### src/rtl/sdram_traffic_gen.sv
// sdram_traffic_gen: LFSR write/read-back traffic generator and checker for the sdram_ctrl_if request port.
// Optional request watchdog enabled by defining SDRAM_TG_TIMEOUT_EN.
module sdram_traffic_gen #(
   parameter int          ADDR_WIDTH  = 32,
   parameter int          DATA_WIDTH  = 32,
   parameter int          NUM_XFERS   = 1024,
   parameter logic [31:0] SEED        = 32'h1,
   parameter int          ERR_WIDTH   = 16,
   parameter int          TIMEOUT_CYC = 4096
) (
   input  logic                    clk,
   input  logic                    rst_n,
   input  logic                    start,
   input  logic                    mode,
   output logic                    busy,
   output logic                    done,
   output logic                    pass,
   output logic [ERR_WIDTH-1:0]    err_count,
   output logic [ADDR_WIDTH-1:0]   first_err_addr,
   output logic                    timeout,
   output logic [ADDR_WIDTH-1:0]   addr,
   output logic [DATA_WIDTH-1:0]   write_data,
   output logic [DATA_WIDTH/8-1:0] wr,
   output logic                    rd,
   input  logic                    rdy,
   input  logic                    rvalid,
   input  logic [DATA_WIDTH-1:0]   read_data
);
   localparam int SH = $clog2(DATA_WIDTH/8);
   localparam int IW = $clog2(NUM_XFERS+1);
   localparam logic [31:0] TAPS = 32'h80200003;
   localparam logic [31:0] SEED0 = (SEED == 32'h0) ? 32'h1 : SEED;
   localparam logic [ADDR_WIDTH-1:0] MASK = {ADDR_WIDTH{1'b1}} << SH;

   typedef enum logic [1:0] {IDLE, WR, RD_REQ, RD_WAIT} state_t;
   state_t state_q, state_d;
   logic [31:0] lfsr_q, lfsr_d, lfsr_nx, pat;
   logic [63:0] rep;
   logic [IW-1:0] idx_q, idx_d;
   logic [ERR_WIDTH-1:0] err_q, err_d;
   logic [ADDR_WIDTH-1:0] fea_q, fea_d, a_w;
   logic mode_q, mode_d, done_q, done_d, to_q, to_d;
   logic last, miss, evt, fire;

   // In PINGPONG the LFSR already holds the written word once the write is accepted.
   assign lfsr_nx = (lfsr_q >> 1) ^ (lfsr_q[0] ? TAPS : 32'h0);
   assign pat     = (mode_q && state_q != WR) ? lfsr_q : lfsr_nx;
   assign rep     = {pat, pat};
   assign a_w     = mode_q ? (ADDR_WIDTH'(pat) & MASK) : (ADDR_WIDTH'(idx_q) << SH);
   assign last    = idx_q == IW'(NUM_XFERS-1);
   assign miss    = read_data != rep[DATA_WIDTH-1:0];
   assign evt     = ((state_q == WR || state_q == RD_REQ) && rdy) || (state_q == RD_WAIT && rvalid);

`ifdef SDRAM_TG_TIMEOUT_EN
   localparam int TW = $clog2(TIMEOUT_CYC+1);
   logic [TW-1:0] wdog_q, wdog_d;
   assign fire   = state_q != IDLE && !evt && wdog_q == TW'(TIMEOUT_CYC-1);
   assign wdog_d = (state_q == IDLE || evt || fire) ? '0 : wdog_q + TW'(1);
   always_ff @(posedge clk or negedge rst_n)
      if (!rst_n) wdog_q <= '0;
      else        wdog_q <= wdog_d;
`else
   localparam int unused_timeout_cyc = TIMEOUT_CYC;
   assign fire = 1'b0;
`endif

   always_ff @(posedge clk or negedge rst_n) begin
      if (!rst_n) begin
         state_q <= IDLE;
         lfsr_q  <= SEED0;
         idx_q   <= '0;
         err_q   <= '0;
         fea_q   <= '0;
         mode_q  <= 1'b0;
         done_q  <= 1'b0;
         to_q    <= 1'b0;
      end else begin
         state_q <= state_d;
         lfsr_q  <= lfsr_d;
         idx_q   <= idx_d;
         err_q   <= err_d;
         fea_q   <= fea_d;
         mode_q  <= mode_d;
         done_q  <= done_d;
         to_q    <= to_d;
      end
   end

   always_comb begin
      state_d = state_q;
      lfsr_d  = lfsr_q;
      idx_d   = idx_q;
      err_d   = err_q;
      fea_d   = fea_q;
      mode_d  = mode_q;
      done_d  = done_q;
      to_d    = to_q;
      if (fire) begin
         state_d = IDLE;
         done_d  = 1'b1;
         to_d    = 1'b1;
      end else begin
         case (state_q)
            IDLE: if (start) begin
               state_d = WR;
               lfsr_d  = SEED0;
               idx_d   = '0;
               err_d   = '0;
               fea_d   = '0;
               mode_d  = mode;
               done_d  = 1'b0;
               to_d    = 1'b0;
            end
            WR: if (rdy) begin
               state_d = (mode_q || last) ? RD_REQ : WR;
               lfsr_d  = (!mode_q && last) ? SEED0 : lfsr_nx;
               idx_d   = mode_q ? idx_q : (last ? '0 : idx_q + IW'(1));
            end
            RD_REQ: if (rdy) state_d = RD_WAIT;
            RD_WAIT: if (rvalid) begin
               err_d   = (miss && !(&err_q)) ? err_q + ERR_WIDTH'(1) : err_q;
               fea_d   = (miss && err_q == '0) ? a_w : fea_q;
               idx_d   = idx_q + IW'(1);
               lfsr_d  = mode_q ? lfsr_q : lfsr_nx;
               state_d = last ? IDLE : (mode_q ? WR : RD_REQ);
               done_d  = last;
            end
            default: state_d = IDLE;
         endcase
      end
   end

   always_comb begin
      busy           = state_q != IDLE;
      done           = done_q;
      pass           = done_q && err_q == '0 && !to_q;
      err_count      = err_q;
      first_err_addr = fea_q;
      timeout        = to_q;
      wr             = state_q == WR ? '1 : '0;
      rd             = state_q == RD_REQ;
      addr           = (state_q == WR || state_q == RD_REQ) ? a_w : '0;
      write_data     = state_q == WR ? rep[DATA_WIDTH-1:0] : '0;
   end
endmodule

### config.mk
export PLATFORM = sky130hd
export DESIGN_NAME = sdram_traffic_gen
export DESIGN_NICKNAME = d
export VERILOG_FILES = /design/src/rtl/sdram_traffic_gen.sv
export SDC_FILE = /design/constraint.sdc
export NUM_CORES = 1
export LEC_CHECK = 0
export BUFFER_PORTS_ARGS = -buffer_cell sky130_fd_sc_hd__buf_2
export CAP_MARGIN = 10
export CORE_ASPECT_RATIO = 2
export CORE_MARGIN = 2
export CORE_UTILIZATION = 59
export CTS_CLUSTER_DIAMETER = 120
export DETAILED_ROUTE_END_ITERATION = 10
export PLACE_DENSITY = 0.93
export SLEW_MARGIN = 20
export SYNTH_ARGS = -nofsm -noshare
export SYNTH_HDL_FRONTEND = slang
export SYNTH_SLANG_ARGS = --single-unit
### constraint.sdc
create_clock -name clk -period 4.2 [get_ports clk]
set_clock_uncertainty 0.05 [all_clocks]
set_input_delay 0.63 -clock clk [delete_from_list [all_inputs] [get_ports clk]]
set_output_delay 0.63 -clock clk [all_outputs]
set_load 0.005 [all_outputs]
==> summary.md <==
| Metric | Value |
|---|---|
| Met3 routed WL | `1.74 mm` |
| Utilization of the core after routing | `70.8%` |
| Cell count after placement | `1027` |
| Mean post-synth cell area | `8.16 um2` |
| Main area contributors after synthesis | `dfrtp_1 (36%), a21oi_1 (4.2%), nor2_1 (4.1%)` |
| Multi-input combinational cell area | `0.00353 mm2` |
| Period utilization | `89.4%` |
| Number of antenna violations at the first check in global routing | `0` |
| Number of cells produced by synthesis | `785` |
| Number of non-filler instances in the completed layout | `1043` |
| Routed met1 length | `7.26 mm` |
| Worst-case vdd ir drop | `497 uV` |
| Maximum number of buffers from clock root to sink | `2` |
| Leakage power of the design | `3.55 nW` |
| WL met2 | `10.9 mm` |
| Tightest slew margin relative to the limit | `31.0%` |
| Layout net count | `946` |
| Cell types with the highest counts after synthesis | `dfrtp_1 (92), nor2_1 (70), inv_1 (64)` |
| Number of flops mapped to enable cells by yosys | `0` |
| Start point of the critical path | `state_q[1]$_DFFE_PN0P_` |
| Vias in the first global route | `6730` |
| Global-route total usage across every layer | `36.8%` |
| Cell area after technology mapping | `0.00641 mm2` |
| Path class of the lowest-slack min-delay path | `input pin to asynchronous set/reset pin` |
| Initial standard-cell utilization of the core | `60.8%` |
| Site row count | `53` |
| Final design area excluding fillers | `0.00747 mm2` |
| Antenna viol nets, final | `0` |
| First-pass GRT wire length | `33.7 mm` |
| Largest fanout on the critical path | `19` |
| Setup TNS | `0 ps` |
| Share of post-route cells with drive strength above 1 | `22.0%` |
| Critical path class | `register to register` |
| TritonCTS clock tree | `yes` |
| Final Critical Period | `3750 ps` |
| Sequential share of power | `29.2%` |
| I/O pin count | `159` |
| Initial DRT Pass Iterations | `6` |
| Top metal layer carrying routed signals | `met4` |
| Flip-flop cell with the highest count after synthesis | `dfrtp_1` |
| Most area-hungry cell type in the Yosys netlist | `dfrtp_1` |
| Number of resized instances in the post-cts repair step | `0` |
| Total of endpoints with negative setup slack in the final report | `0` |
| Proportion of register bits with asynchronous set or reset after synthesis | `100%` |
| Achievable clock frequency | `0.266 GHz` |
| CTS root buf | `clkbuf_16` |
| Clock edge transition at the registers on the reported setup and hold paths | `70 ps` |
| Std-Cell Core Area | `0.0105 mm2` |
| Internal Dissipation | `2.28 mW` |
| Area of the die | `0.0118 mm2` |
| Final max-slew violation count | `0` |
| Fillers | `831` |
| Later-pin clock latency in the skew report | `350 ps` |
| Vias | `6830` |
| Dpl hpwl | `15.7 mm` |
| Placed inst area | `0.00716 mm2` |
| IO buf count | `153` |
| Type of element capturing the critical path | `register` |
| Data required time of the worst path | `4380 ps` |
| Unrepaired setup endpoints after global routing | `false` |
| Area growth from synthesis to final layout | `16.6%` |
| Power share of the clock group | `19.3%` |
| Total global routing overflow | `0` |
| Antenna diode count | `0` |
| Final GP Congestion | `0.998` |
| Mean number of vias per cell | `6.55` |
| Number of synthesized register bits | `93` |
| Clock sink count | `93` |
| X dimension of the die | `77.7 um` |
| Leading cell type by number of instances after synthesis | `dfrtp_1` |
| Maximum number of pins on one net before global-route repair | `42` |
| Launch instance of the worst register-to-register path | `state_q[1]$_DFFE_PN0P_` |
| Switching Fraction | `48.3%` |
| Data arrival time of the critical path | `3940 ps` |
| Slew @ Worst Pin | `1040 ps` |
| Clock buffers created by TritonCTS | `9` |
| Final hold viol count | `0` |
| Routed wire length | `21.5 mm` |
| Outcome | `complete, no violations` |
| Detailed-route DRC error count | `0` |
| Register cell area after layout | `0.00233 mm2` |
| Power density over the cells | `591 mW/mm2` |
| Die height | `151 um` |
| Count of different cell masters after synthesis | `74` |
| Sequential element share of the synthesized area | `36.3%` |
| H-tree depth | `3` |
| Total number of yosys warnings | `0` |
| Number of design-rule violations left by the first detailed-router iteration | `771` |
| Final routed wire length divided by cell count | `20.6 um` |
| Net switching power figure | `2.13 mW` |
| Gate power share | `51.5%` |
| # hold bufs at CTS | `0` |
| Number of post-CTS setup repair buffers | `0` |
| Area share of the largest cell type after synthesis | `35.9%` |
| Startpoint type of the worst setup path | `register` |
| Count of max-cap constraint violations | `0` |
metrics by stage:
stage | hold WS, ps | total power [mW] | worst slack (ps)
final | 155 | 4.41 | 447
after global routing | 180 | 4.65 | 291
after CTS | 174 | 4.34 | 558
after detailed placement | 443 | 3.49 | 622
after global placement | 440 | 3.46 | 722
after floorplan | 284 | 2.77 | 1270
power by group through the flow:
| stage | Combinational [mW] | Sequential, mW | Clock [mW] |
|---|---|---|---|
| after global placement | 2.17 | 1.29 | 0 |
| after CTS | 2.22 | 1.27 | 0.847 |
| after floorplan | 1.63 | 1.14 | 0 |
| final | 2.27 | 1.29 | 0.852 |
| after detailed placement | 2.20 | 1.29 | 0 |
| after global routing | 2.46 | 1.30 | 0.897 |
critical path, cell delays in order, from the launching register on:
cell,delay (ps)
dfrtp_1,390
inv_1,90
ha_1,200
buf_4,200
nor2b_2,340
buf_4,260
mux2i_1,90
o221ai_1,400
nor2_1,90
nand4bb_1,320
or2_0,560
nand2b_1,240
a311o_1,400
worst paths after layout:
check,endpoint,slack (ps),cells past startpoint
setup / recovery,err_count[11]$_DFFE_PN0P_,450,12
hold / removal,err_count[9]$_DFFE_PN0P_,160,1
setup reg to reg,err_count[11]$_DFFE_PN0P_,450,12
hold reg to reg,first_err_addr[5]$_DFFE_PN0P_,460,2
max in group asynchronous,first_err_addr[13]$_DFFE_PN0P_,3110,2
min in group clk,first_err_addr[5]$_DFFE_PN0P_,460,2
flip-flops by register name (all words and copies together), names as in the netlist:
name,flops
lfsr_q,32
first_err_addr,30
err_count,16
idx_q,11
state_q,2
done,1
mode_q,1
placed cells by master (no fill, tap or decap), drive strengths merged, types with 20 or more instances in the layout:
master and n:
inv 66, o32ai 20, nor2b 30, nand3 25
nand2 62, buf 169, a21oi 55, nor2 71
o21ai 31, a22o 23, and2 24, dfrtp 92
kinds of logic (layout without fill, tap and decap cells):
group,after synthesis,in the layout,share of synthesized area [%]
and+or+nand+nor,296,296,23.8
AOI/OAI and AO/OA,217,217,23.9
buffers and inverters,132,249,8.83
DFF,93,93,36.3
xor gates and xnor gates,27,27,3.81
muxes,12,12,1.91
adders and majority gates,7,7,1.37
other,1,5,0.0585
cell type report:
class | count | area share [%]
clock buffers | 9 | 3.02
multi-input cells | 564 | 47.3
flip-flops and latches | 93 | 31.2
well taps | 137 | 2.30
repair buffers | 169 | 11.9
inverters | 64 | 3.22
clock inverters | 7 | 1.11
layer usage:
metal / track usage, % / vias to the layer above
met5: 0 / -
met4: 26.3 / 0
met3: 4.95 / 125
met2: 64.3 / 479
met1: 40.5 / 3197
li1: - / 3029
Power figures use the tool's default switching activity.
